===== src/rtl/periph_bridge_pkg.sv =====
// Shared constants and types for the peripheral bridge and its interrupt controller.
package periph_bridge_pkg;
   localparam int         MAX_DEV  = 8;
   localparam int         WIN_SIZE = 16;
   localparam int         WIN_BITS = $clog2(WIN_SIZE);
   localparam int         HW_INT_W = 6;
   localparam logic [7:0] OFF_MASK = 8'hF0;
   localparam logic [7:0] OFF_PEND = 8'hF4;
   localparam logic [7:0] OFF_MODE = 8'hF8;

   typedef enum logic [1:0] {
      ST_IDLE   = 2'd0,
      ST_ACCESS = 2'd1,
      ST_RESP   = 2'd2
   } state_t;
endpackage


===== src/rtl/periph_irq_ctrl.sv =====
// Interrupt controller: DevIRQ sampling, edge detect, MASK/PENDING/MODE registers, registered HWInt.
// Build option: PERIPH_BRIDGE_IRQ_SYNC_EN inserts a 2-flop synchroniser ahead of PENDING.
module periph_irq_ctrl
   import periph_bridge_pkg::*;
#(
   parameter int NUM_DEV = 6
) (
   input  logic                clk,
   input  logic                reset,
   input  logic [NUM_DEV-1:0]  dev_irq,
   input  logic                wr_mask,
   input  logic                wr_pend,
   input  logic                wr_mode,
   input  logic [NUM_DEV-1:0]  wr_data,
   output logic [NUM_DEV-1:0]  mask,
   output logic [NUM_DEV-1:0]  pending,
   output logic [NUM_DEV-1:0]  mode,
   output logic [HW_INT_W-1:0] hw_int
);

   logic [NUM_DEV-1:0] irq_s, irq_prev, irq_rise, w1c, mode_chg, pending_d;
   logic [MAX_DEV-1:0] active;

`ifdef PERIPH_BRIDGE_IRQ_SYNC_EN
   logic [NUM_DEV-1:0] sync1, sync2;

   always_ff @(posedge clk or posedge reset) begin
      if (reset) begin
         sync1 <= '0;
         sync2 <= '0;
      end else begin
         sync1 <= dev_irq;
         sync2 <= sync1;
      end
   end

   assign irq_s = sync2;
`else
   // PENDING itself is the single sampling register in this build.
   assign irq_s = dev_irq;
`endif

   assign irq_rise = irq_s & ~irq_prev;
   assign w1c      = wr_pend ? wr_data : '0;
   assign mode_chg = wr_mode ? (wr_data ^ mode) : '0;

   // Level channels follow the input, edge channels latch rises (set beats W1C); a MODE flip clears.
   assign pending_d = ((mode & (irq_rise | (pending & ~w1c))) | (~mode & irq_s)) & ~mode_chg;

   // Channels at or beyond the last HWInt line share that line.
   assign active = MAX_DEV'(pending & mask);

   always_ff @(posedge clk or posedge reset) begin
      if (reset) begin
         mask     <= '0;
         mode     <= '0;
         pending  <= '0;
         irq_prev <= '0;
         hw_int   <= '0;
      end else begin
         if (wr_mask) mask <= wr_data;
         if (wr_mode) mode <= wr_data;
         pending  <= pending_d;
         irq_prev <= irq_s;
         hw_int   <= {|active[MAX_DEV-1:HW_INT_W-1], active[HW_INT_W-2:0]};
      end
   end
endmodule


===== src/rtl/periph_bridge.sv =====
// Peripheral bridge: one bus master to NUM_DEV 16-byte device windows plus an interrupt control window.
// Build option: PERIPH_BRIDGE_IRQ_SYNC_EN adds a 2-flop DevIRQ synchroniser inside periph_irq_ctrl.
module periph_bridge
   import periph_bridge_pkg::*;
#(
   parameter int          NUM_DEV   = 6,
   parameter logic [31:0] BASE_ADDR = 32'h0000_7F00
) (
   input  logic                  clk,
   input  logic                  reset,
   input  logic                  Req,
   input  logic [31:0]           Addr,
   input  logic [31:0]           WD,
   input  logic                  WE,
   output logic                  Ready,
   output logic [31:0]           RD,
   output logic                  Err,
   output logic [7:0]            DevAddr,
   output logic [31:0]           DevWD,
   output logic [NUM_DEV-1:0]    DevWE,
   input  logic [NUM_DEV*32-1:0] DevRD,
   input  logic [NUM_DEV-1:0]    DevIRQ,
   output logic [HW_INT_W-1:0]   HWInt
);

   if (NUM_DEV < 1 || NUM_DEV > MAX_DEV) begin : g_bad_num_dev
      $error("periph_bridge: NUM_DEV must be in 1..8");
   end

   localparam logic [3:0] NUM_DEV_IDX = 4'(NUM_DEV);

   state_t             state, state_d;
   logic [31:0]        addr_q, wd_q, rd_q, rd_d, ctrl_rdata;
   logic               we_q, err_q, err_d;
   logic [3:0]         dev_idx;
   logic               access, in_range, dev_hit, ctrl_hit, ctrl_ok;
   logic               wr_ctrl, wr_mask, wr_pend, wr_mode;
   logic [NUM_DEV-1:0] dev_sel, irq_mask, irq_pend, irq_mode;
   logic [31:0]        dev_rd_arr [MAX_DEV];

   // NOTE: sequential state uses <= so every flop samples pre-edge values regardless of block order.
   always_ff @(posedge clk or posedge reset) begin
      if (reset) state <= ST_IDLE;
      else       state <= state_d;
   end

   // NOTE: every always_comb output gets a default first, so no path can infer a latch.
   always_comb begin
      state_d = state;
      unique case (state)
         ST_IDLE:   if (Req) state_d = ST_ACCESS;
         ST_ACCESS: state_d = ST_RESP;
         ST_RESP:   state_d = ST_IDLE;
         default:   state_d = ST_IDLE;
      endcase
   end

   // NOTE: capture registers are reset as well, since DevAddr/DevWD are driven from them and must read 0.
   always_ff @(posedge clk or posedge reset) begin
      if (reset) begin
         addr_q <= '0;
         wd_q   <= '0;
         we_q   <= 1'b0;
      end else if (state == ST_IDLE && Req) begin
         addr_q <= Addr;
         wd_q   <= WD;
         we_q   <= WE;
      end
   end

   assign access   = (state == ST_ACCESS);
   assign dev_idx  = addr_q[7:WIN_BITS];
   assign in_range = (addr_q[31:8] == BASE_ADDR[31:8]);
   assign dev_hit  = in_range && (dev_idx < NUM_DEV_IDX);
   assign ctrl_hit = in_range && (&dev_idx);
   assign dev_sel  = NUM_DEV'(1) << dev_idx;

   for (genvar g = 0; g < MAX_DEV; g++) begin : g_rd
      if (g < NUM_DEV) begin : g_used
         assign dev_rd_arr[g] = DevRD[g*32 +: 32];
      end else begin : g_unused
         assign dev_rd_arr[g] = '0;
      end
   end

   always_comb begin
      ctrl_ok    = 1'b1;
      ctrl_rdata = '0;
      case (addr_q[7:0])
         OFF_MASK: ctrl_rdata = 32'(irq_mask);
         OFF_PEND: ctrl_rdata = 32'(irq_pend);
         OFF_MODE: ctrl_rdata = 32'(irq_mode);
         default:  ctrl_ok    = 1'b0;
      endcase
      rd_d  = '0;
      err_d = 1'b1;
      if (dev_hit) begin
         rd_d  = dev_rd_arr[dev_idx[2:0]];
         err_d = 1'b0;
      end else if (ctrl_hit && ctrl_ok) begin
         rd_d  = ctrl_rdata;
         err_d = 1'b0;
      end
   end

   always_ff @(posedge clk or posedge reset) begin
      if (reset) begin
         rd_q  <= '0;
         err_q <= 1'b0;
      end else if (access) begin
         rd_q  <= rd_d;
         err_q <= err_d;
      end
   end

   assign wr_ctrl = access && we_q && ctrl_hit;
   assign wr_mask = wr_ctrl && (addr_q[7:0] == OFF_MASK);
   assign wr_pend = wr_ctrl && (addr_q[7:0] == OFF_PEND);
   assign wr_mode = wr_ctrl && (addr_q[7:0] == OFF_MODE);

   assign DevWE   = (access && we_q && dev_hit) ? dev_sel : '0;
   assign DevAddr = dev_hit ? 8'(addr_q[WIN_BITS-1:0]) : addr_q[7:0];
   assign DevWD   = wd_q;
   assign Ready   = (state == ST_RESP);
   assign RD      = rd_q;
   assign Err     = err_q;

   periph_irq_ctrl #(.NUM_DEV(NUM_DEV)) u_irq (
      .clk     (clk),
      .reset   (reset),
      .dev_irq (DevIRQ),
      .wr_mask (wr_mask),
      .wr_pend (wr_pend),
      .wr_mode (wr_mode),
      .wr_data (wd_q[NUM_DEV-1:0]),
      .mask    (irq_mask),
      .pending (irq_pend),
      .mode    (irq_mode),
      .hw_int  (HWInt)
   );
endmodule


===== config.mk =====
export PLATFORM = sky130hd
export DESIGN_NAME = periph_bridge
export DESIGN_NICKNAME = d
export VERILOG_FILES = /design/src/rtl/periph_bridge_pkg.sv /design/src/rtl/periph_irq_ctrl.sv /design/src/rtl/periph_bridge.sv
export SDC_FILE = /design/constraint.sdc
export NUM_CORES = 1
export LEC_CHECK = 0
export BUFFER_PORTS_ARGS = -buffer_cell sky130_fd_sc_hd__buf_2
export CORE_AREA = 2 2 136 138
export CTS_BUF_LIST = sky130_fd_sc_hd__clkbuf_16
export CTS_CLUSTER_DIAMETER = 80
export DETAILED_ROUTE_END_ITERATION = 8
export DIE_AREA = 0 0 138 140
export PLACE_DENSITY = 0.73
export REMOVE_ABC_BUFFERS = 1
export SYNTH_ARGS = -nofsm -noshare
export SYNTH_HDL_FRONTEND = slang
export SYNTH_SLANG_ARGS = --single-unit

===== constraint.sdc =====
create_clock -name clk -period 4.5 [get_ports clk]
set_input_delay 0.225 -clock clk [delete_from_list [all_inputs] [get_ports clk]]
set_output_delay 0.225 -clock clk [all_outputs]
set_load 0.02 [all_outputs]

# Yosys cells after proc, flatten, opt, wreduce, memory -nomap -nowiden
# Cells that the tools add are included.
# Widths: inputs -> output; s select.
word_totals:
  input_bits: 266
  register_bits: 130
  output_inout_bits: 86
  word_cells: 64
op_classes:
  muxes: 15
  n_eq_ne: 7
  bitwise: 14
  n_reduce_logical: 14
  shifts: 1
  order_cmp: 2
ops:
  columns: ["cell", "count"]
  rows:
  - ["$mux 32", 4]
  - ["$bmux 32 s3", 1]
  - ["$and 6x6->6", 6]
  - ["$eq 24x7->1 const B", 1]
  - ["$eq 8x8->1 const B", 3]
  - ["$not 6->6", 4]
  - ["$mux 6", 3]
  - ["$pmux 6 s3", 1]
  - ["$or 6x6->6", 2]
  - ["$logic_and 1x1->1", 10]
  - ["$mux 8", 1]
  - ["$reduce_or 3->1", 2]
  - ["$shl 1x4->6 const A", 1]
  - ["$xor 6x6->6", 1]
  - ["$ge 4x4->1 const B", 1]
  - ["$lt 4x3->1 const B", 1]
  - ["$not 3->4", 1]
  - ["$pmux 2 s2", 1]
  - ["$reduce_and 4->1", 1]
  - ["$mux 1", 3]
  - ["$eq 2x1->1 const B", 1]
  - ["$eq 2x2->1 const B", 1]
  - ["$logic_not 2->1", 1]
  - ["$mux 2", 1]
  - ["$ne 2x2->1 const B", 1]

# Logic depth before layout (Yosys ltp)
# Gate-level depths: netlist (run 1).
depth:
  word_depth: 11
  depth_mapped: 6
  mapped_depth_nobuf: 4

# Cells and area by module
# Synthesis (run 1) repeated with hierarchy kept, for this count alone.
hier_totals:
  cells_unflattened: 543
  area_unflattened_um2: 6678.9
modules_own_cells:
  columns: ["module", "cells_each", "seq_area_each_um2", "instances", "area_per_inst_um2"]
  rows:
  - ["periph_bridge", 458, 2502.4, 1, 5537.8]
  - ["periph_irq_ctrl", 85, 750.7, 1, 1141.1]

# Worst setup path after synthesis (run 1)
# OpenSTA, ideal clock, no wires.
synth_timing:
  kind: "reg2out"
  start: "register addr_q[17]"
  end: "output DevWE[0]"
  path_slack_ns: 2.117
  n_path_buf: 0
  arrival_time_ns: 2.158
  stages_incl_launch_ff: 5
  t_required_ns: 4.275
  path_cell_list: "dfrtp_1 -> or4b_4 -> nor3_4 -> nand3_4 -> nor4_1"
synth_between:
  elab_chain_cells: 4
synth_rtl:
  columns: ["element", "line", "source"]
  rows:
  - ["from (decl)", "periph_bridge.sv:33", "logic [31:0] addr_q, wd_q, rd_q, rd_d, ctrl_rdata;"]
  - ["from (signal assigned)", "periph_bridge.sv:65", "addr_q <= Addr;"]
  - ["$eq 24x7->1", "periph_bridge.sv:73", "assign in_range = (addr_q[31:8] == BASE_ADDR[31:8]);"]
  - ["$logic_and 1x1->1", "periph_bridge.sv:74", "assign dev_hit = in_range && (dev_idx < NUM_DEV_IDX);"]
  - ["$logic_and 1x1->1", "periph_bridge.sv:121", "assign DevWE = (access && we_q && dev_hit) ? dev_sel : '0;"]
  - ["$mux 6", "periph_bridge.sv:121", null]
  - ["to (decl)", "periph_bridge.sv:20", "output logic [NUM_DEV-1:0] DevWE,"]
# Every way passes these cells.

# Worst setup path after layout (run 1)
layout_timing:
  start: "register addr_q[20]"
  end: "output DevWE[1]"
# Same word-level chain as after synthesis.

==> results of run 1 <==
==> per-layer routing <==
| metal | GRT usage | wire length [um] | up-vias |
|---|---|---|---|
| li1 | - | - | 2700 |
| met1 | 0.259 | 8110 | 2777 |
| met2 | 0.358 | 10300 | 263 |
| met3 | 0.0598 | 1560 | 31 |
| met4 | 0.0736 | 476 | 2 |
| met5 | 0 | 7 | - |
==> metrics by stage <==
stage / util / setup slack (ns)
3_5_place_dp: 0.489 / 1.64
6_report: 0.526 / 1.29
2_1_floorplan: - / -1.45
3_3_place_gp: 0.489 / 1.76
4_1_cts: 0.526 / 1.17
5_1_grt: 0.526 / 1.04
==> power breakdown <==
| group | switching, mW | internal [mW] |
|---|---|---|
| logic | 0.573 | 0.623 |
| clock network | 0.505 | 0.921 |
| registers | 0.183 | 1.33 |
==> cell families after synthesis <==
kind of cell | synth area share
simple gates | 0.0907
flops | 0.479
mux | 0.294
buf+inv | 0.0324
xor+xnor | 0.00258
compound gates | 0.101
==> final timing paths <==
check,from,depth (start not counted),slack (ns),endpoint
max in group asynchronous,reset,3,3.48,addr_q[4]
worst min-delay path,reset,2,0.02,DevWD[28]
worst min register to register,RD[13],2,0.48,RD[13]
worst max-delay path,addr_q[20],5,1.29,DevWE[1]
min in group clk,WD[2],2,0.04,DevWD[2]
worst max register to register,addr_q[4],4,2.01,u_irq.mask[5]
==> state kept, by name, indices dropped and copies added (netlist names), 6 cells and up <==
register	flops
RD	32
u_irq.hw_int	6
DevWD	32
u_irq.mask	6
addr_q	32
u_irq.irq_prev	6
u_irq.mode	6
u_irq.pending	6
==> cells in the final DEF, fill, tap and decap left out, drive strengths merged, types with 7 or more instances in the layout <==
master and n:
buf 356, dfrtp 130, mux2 108, nand2 47, a22oi 33, o21ai 33
mux4 32, clkbuf 17, and2 9, a21oi 9, a22o 9, nor4 9
nor2 8, o22ai 8, clkinv 7
==> cell type report <==
cell class                 instances  area share
inverter                           3     0.00174
clock inverter                    14      0.0196
antenna                            2    0.000535
tap                              229      0.0306
multi-input combinational        357       0.356
sequential                       130       0.348
timing repair buffer             362       0.198
clock buffer                      17      0.0454
==> reports/qor.csv, run 1 <==
stage;metric;value;unit
synth;Synth Instances;534;
layout;layout cell share with drive strength beyond 1;0.606;
sta;Final setup viols;0;
placement;I/O Buffers;351;
floorplanning;num rows;49;
floorplanning;initial core utilization;0.382;
critical_path;CP max stage delay;0.66;ns
layout;multi-input logic area;3330;um^2
sta;final hold slack;0.0170;ns
run;max-cap viol count;0;
critical_path;CP Class;register to primary output;
drt;drt drc;0;
global_route;initial antenna violation count;3;
critical_path;crit start category;register;
placement;DP Wirelength;15400;um
floorplanning;Ports;352;
synth;Commonest cells post-synth;130 x dfrtp_1, 106 x mux2_2, 47 x nand2_1, 33 x a22oi_1, 32 x mux4_2;
placement;Placed Instance Area;8690;um^2
global_route;first-pass GRT wire length;32100;um
sta;max-slew violations;0;
layout;Filler cells;1545;
synth;Avg Synthesized Cell Area;12.7;um^2
critical_path;CP Data Required Time;4.28;ns
layout;register area;3260;um^2
global_route;vias in the first global route;5984;
placement;GP Congestion;0.912;
global_route;largest net degree at the start of global routing;103;
synth;Post-synth EDFFs;0;
clock_tree;CTS root buffer;clkbuf_16;
floorplanning;chip width;138;um
drt;drt pass-1 iters;6;
critical_path;Crit path max-delay family;simple AND/OR/NAND/NOR gates;
synth;Syn Std Cell Area;6790;um^2
outcome;status;finished, final reports clean;
clock_tree;Clk Latency, worst-skew pair;0.41;ns
drt;via/cell ratio;5.18;
sta;RSZ-0062 raised after global routing;no;
layout;final std cells w/o fill;1114;
floorplanning;chip height;140;um
drt;initial DRC count;274;
floorplanning;core area;17800;um^2
synth;sequential area share after synthesis;0.479;
sta;Slew headroom;0.270;
clock_tree;Sink Count;130;
synth;Syn. warnings;0;
drt;drt wl/cell;18.4;um
clock_tree;hold_buf cts;6;
placement;cell total after placement;1075;
synth;synth top area cells;dfrtp_1 48%, mux2_2 18%, mux4_2 11%;
sta;FMAX;312;MHz
layout;final instance area;9360;um^2
synth;Synth area leader;dfrtp_1;
layout;# nets final;1137;
sta;period utilization;0.713;
drt;DRT antenna net count;0;
clock_tree;CTS Buf Count;17;
synth;cell with the most instances after synthesis;dfrtp_1;
clock_tree;clock slew at reported path FFs;0.06;ns
critical_path;crit-path max FO;33;
synth;most common flop cell mapped by yosys;dfrtp_1;
critical_path;Top cell by count, worst path;nor4_1;
critical_path;CP arrival;2.99;ns
power;total power;4.14;mW
clock_tree;H-Tree Depth;4;
clock_tree;CTS tree;yes;
global_route;GRT Total Usage;0.211;
floorplanning;Die ar.;19300;um^2
clock_tree;Max clock buf depth;2;
drt;drt total wl;20500;um
clock_tree;postcts setup bufs;0;
drt;detailed-route via count;5773;
critical_path;worst path bufs/invs;1;
sta;setup total negative slack;0;ns
sta;Least-Margin Pin Slew;1.09;ns
sta;min Tclk post-route;3.21;ns
critical_path;Max stage delay cell, worst path;and4_1;
synth;#FFs+latches synth;130;
power;maximum VDD drop;0.354;mV
sta;Hold Fails Final Rpt;0;
sta;worst clock skew;0.0116;ns
critical_path;crit-path cells;nor4_1, and4_1, nand3_4, nor4_1, buf_2;
synth;Post-synth ARST share;1.00;
global_route;grt total ovfl;0;
synth;synth unique cells;47;
critical_path;CP Capture Type;primary output;
power;pwr dens;442;nW/um^2
clock_tree;post-cts sizing count;0;
layout;synth-to-layout area growth;37.9;%
synth;top cell type's share of synthesized area;0.479;
power;leakage power;4.55;nW
min_path;Worst Hold Class;input port to async pin;
No activity file was read; power rests on OpenSTA's default activity.
==> run 2: changes to the inputs <==
Settings changed: ABC_AREA set to 1, CORE_AREA 2 2 136 138 to 2 2 138 140, DIE_AREA 0 0 138 140 to 0 0 140 142.
Clock period 4.5 ns to 3.3 ns, I/O delays scaled along.
==> run 2 against run 1 <==
The flow now finishes with violations (DRC); non-clock buffer count rose by 73; sequential cell count did not move; first-iteration DRC count rose by 67%; combinational power rose by 49%; final area rose by 9.5%; worst setup slack got worse by 0.80 ns; sequential share of layout area fell by 3.1 points; routed wire length rose by 33%; core utilization rose by 2.9 points; count of clock-buffer cells in the layout did not move; critical path type unchanged; critical endpoint is now DevWE[5]; highest routed layer is now met4.
==> reports/qor.csv, run 2 <==
stage;metric;value;unit
drt;detailed-route via count;7952;
min_path;Worst Hold Class;input port to register;
critical_path;CP Class;register to primary output;
synth;most common flop cell mapped by yosys;dfrtp_1;
clock_tree;clock slew at reported path FFs;0.06;ns
critical_path;crit-path max FO;29;
sta;period utilization;0.852;
synth;top cell type's share of synthesized area;0.460;
outcome;status;finished, violations left;
run;max-cap viol count;0;
layout;# nets final;1603;
power;switching pwr;2.02;mW
power;part of the power in registers;0.352;
critical_path;reg-to-reg endpoint;u_irq.mask[1];
synth;Post-synth ARST share;1.00;
global_route;grt total ovfl;0;
sta;min Tclk post-route;2.81;ns
clock_tree;Max clock buf depth;2;
critical_path;flop2flop setup slack;0.95;ns
synth;Avg Synthesized Cell Area;7.55;um^2
sta;worst clock skew;0.0138;ns
floorplanning;num rows;50;
clock_tree;Sink Count;130;
synth;sequential area share after synthesis;0.460;
floorplanning;chip width;140;um
min_path;WHS Endpoint;RD[9];
floorplanning;initial core utilization;0.384;
global_route;vias in the first global route;8000;
placement;Placed Instance Area;8960;um^2
sta;RSZ-0062 raised after global routing;no;
synth;cell with the most instances after synthesis;nand2_1;
drt;drt wl/cell;17.2;um
synth;Synth area leader;dfrtp_1;
power;total power;5.59;mW
synth;#FFs+latches synth;130;
drt;DRT antenna net count;0;
clock_tree;CTS root buffer;clkbuf_16;
synth;Syn. warnings;0;
placement;cell total after placement;1480;
floorplanning;Die ar.;19900;um^2
floorplanning;core area;18500;um^2
power;leakage power;5.46;nW
global_route;initial antenna violation count;2;
synth;synth top area cells;dfrtp_1 46%, nand2_1 18%, nor2_1 4.7%;
power;Internal;3.57;mW
sta;max-slew violations;0;
critical_path;Critical R2R Launch;addr_q[4];
clock_tree;H-Tree Depth;4;
layout;final instance area;10300;um^2
power;pwr dens;545;nW/um^2
layout;final std cells w/o fill;1585;
drt;drt drc;25;
synth;Syn Std Cell Area;7080;um^2
clock_tree;CTS Buf Count;17;
critical_path;CP Data Required Time;3.13;ns
global_route;first-pass GRT wire length;42000;um
critical_path;crit start category;register;
min_path;hold path cells;5;
drt;initial DRC count;458;
outcome;failing checks;DRC;
min_path;HP Start;DevRD[169];
clock_tree;CTS tree;yes;
sta;Final setup viols;0;
placement;I/O Buffers;351;
power;maximum VDD drop;0.357;mV
sta;setup total negative slack;0;ns
placement;DP Wirelength;18800;um
floorplanning;Ports;352;
drt;drt total wl;27200;um
global_route;largest net degree at the start of global routing;85;
synth;Synth Instances;938;
synth;synth unique cells;38;
global_route;GRT Total Usage;0.272;
clock_tree;Clk Latency, worst-skew pair;0.41;ns
critical_path;CP Capture Type;primary output;
synth;Commonest cells post-synth;332 x nand2_1, 130 x dfrtp_1, 88 x nor2_1, 61 x o21ai_0, 51 x inv_1;
placement;GP Congestion;0.901;
floorplanning;chip height;142;um
layout;synth-to-layout area growth;44.9;%
power;clock share of power;0.327;
critical_path;reg2reg path depth;7;
sta;FMAX;356;MHz
sta;Slew headroom;0.428;
power;Combinational Power Share;0.321;
clock_tree;post-cts sizing count;0;
layout;most common cell after layout, fill and taps aside;buf_2;
synth;Post-synth EDFFs;0;
drt;drt pass-1 iters;7;
layout;most frequent cells in the layout;351 x buf_2, 332 x nand2_1, 130 x dfrtp_1;
critical_path;CP arrival;2.65;ns
drt;via/cell ratio;5.02;
layout;layout cell share with drive strength beyond 1;0.341;
sta;Hold Fails Final Rpt;0;
power;sw frac;0.362;
sta;Least-Margin Pin Slew;0.855;ns
[run 2: how the worst max path moves through the flow]
stage	from	to	slack [ns]	cells past startpoint
6_report	addr_q[5]	DevWE[5]	0.49	9
5_1_grt	addr_q[5]	DevWE[5]	0.29	9
4_1_cts	addr_q[5]	DevWE[5]	0.51	9
3_5_place_dp	addr_q[4]	u_irq.mask[2]	0.95	7
3_3_place_gp	addr_q[5]	DevWE[5]	1.01	9
2_1_floorplan	reset	DevWD[0]	-0.33	1
[run 2: cell families after synthesis]
logic type,after synthesis,share of synthesized area
flops,130,0.460
compound gates,159,0.138
simple gates,529,0.324
buf+inv,114,0.0711
xor+xnor,6,0.00742
[run 2: metrics by stage]
step | util | setup WS, ns | hold WS, ns
2_1_floorplan | - | -0.334 | 0.196
3_3_place_gp | 0.485 | 1.01 | 0.292
3_5_place_dp | 0.485 | 0.949 | 0.295
4_1_cts | 0.555 | 0.514 | 0.116
5_1_grt | 0.556 | 0.286 | 0.181
6_report | 0.556 | 0.490 | 0.135
[run 2: critical path: stages, from the launching register on]
cell and delay (ns):
dfrtp_1 0.48, inv_2 0.09, buf_4 0.33, o21ai_1 0.17, nor2_2 0.16, nand2_2 0.24
nor2_2 0.23, nand2_1 0.11, nor3_1 0.21, buf_2 0.21
[run 2: what timing repair did]
item                                   CTS  global route
hold buffers                            72             0
setup buffers                            0             0
endpoints found under the hold margin  154             0
[run 2: layout make-up]
class | instances | area (um^2)
antenna | 2 | 5.00
multi-input combinational | 694 | 3330
inverter | 59 | 228
timing repair buffer | 435 | 2580
tap | 234 | 293
clock inverter | 14 | 143
sequential | 130 | 3250
fill | 1731 | 8200
clock buffer | 17 | 425
[run 2: power groups by stage]
stage,Combinational [mW],Clock (mW),Sequential (mW)
2_1_floorplan,0.865,0,2.12
3_3_place_gp,1.69,0,1.98
3_5_place_dp,1.71,0,1.98
4_1_cts,1.78,1.85,1.96
5_1_grt,1.98,1.93,1.99
6_report,1.79,1.83,1.97
[run 2: layer usage]
metal / vias to the layer above / track usage / wire length [um]
met5: - / 0 / 0
met3: 52 / 0.0532 / 1770
met1: 3708 / 0.327 / 11000
met2: 354 / 0.480 / 13600
li1: 3838 / - / -
met4: 0 / 0.111 / 848
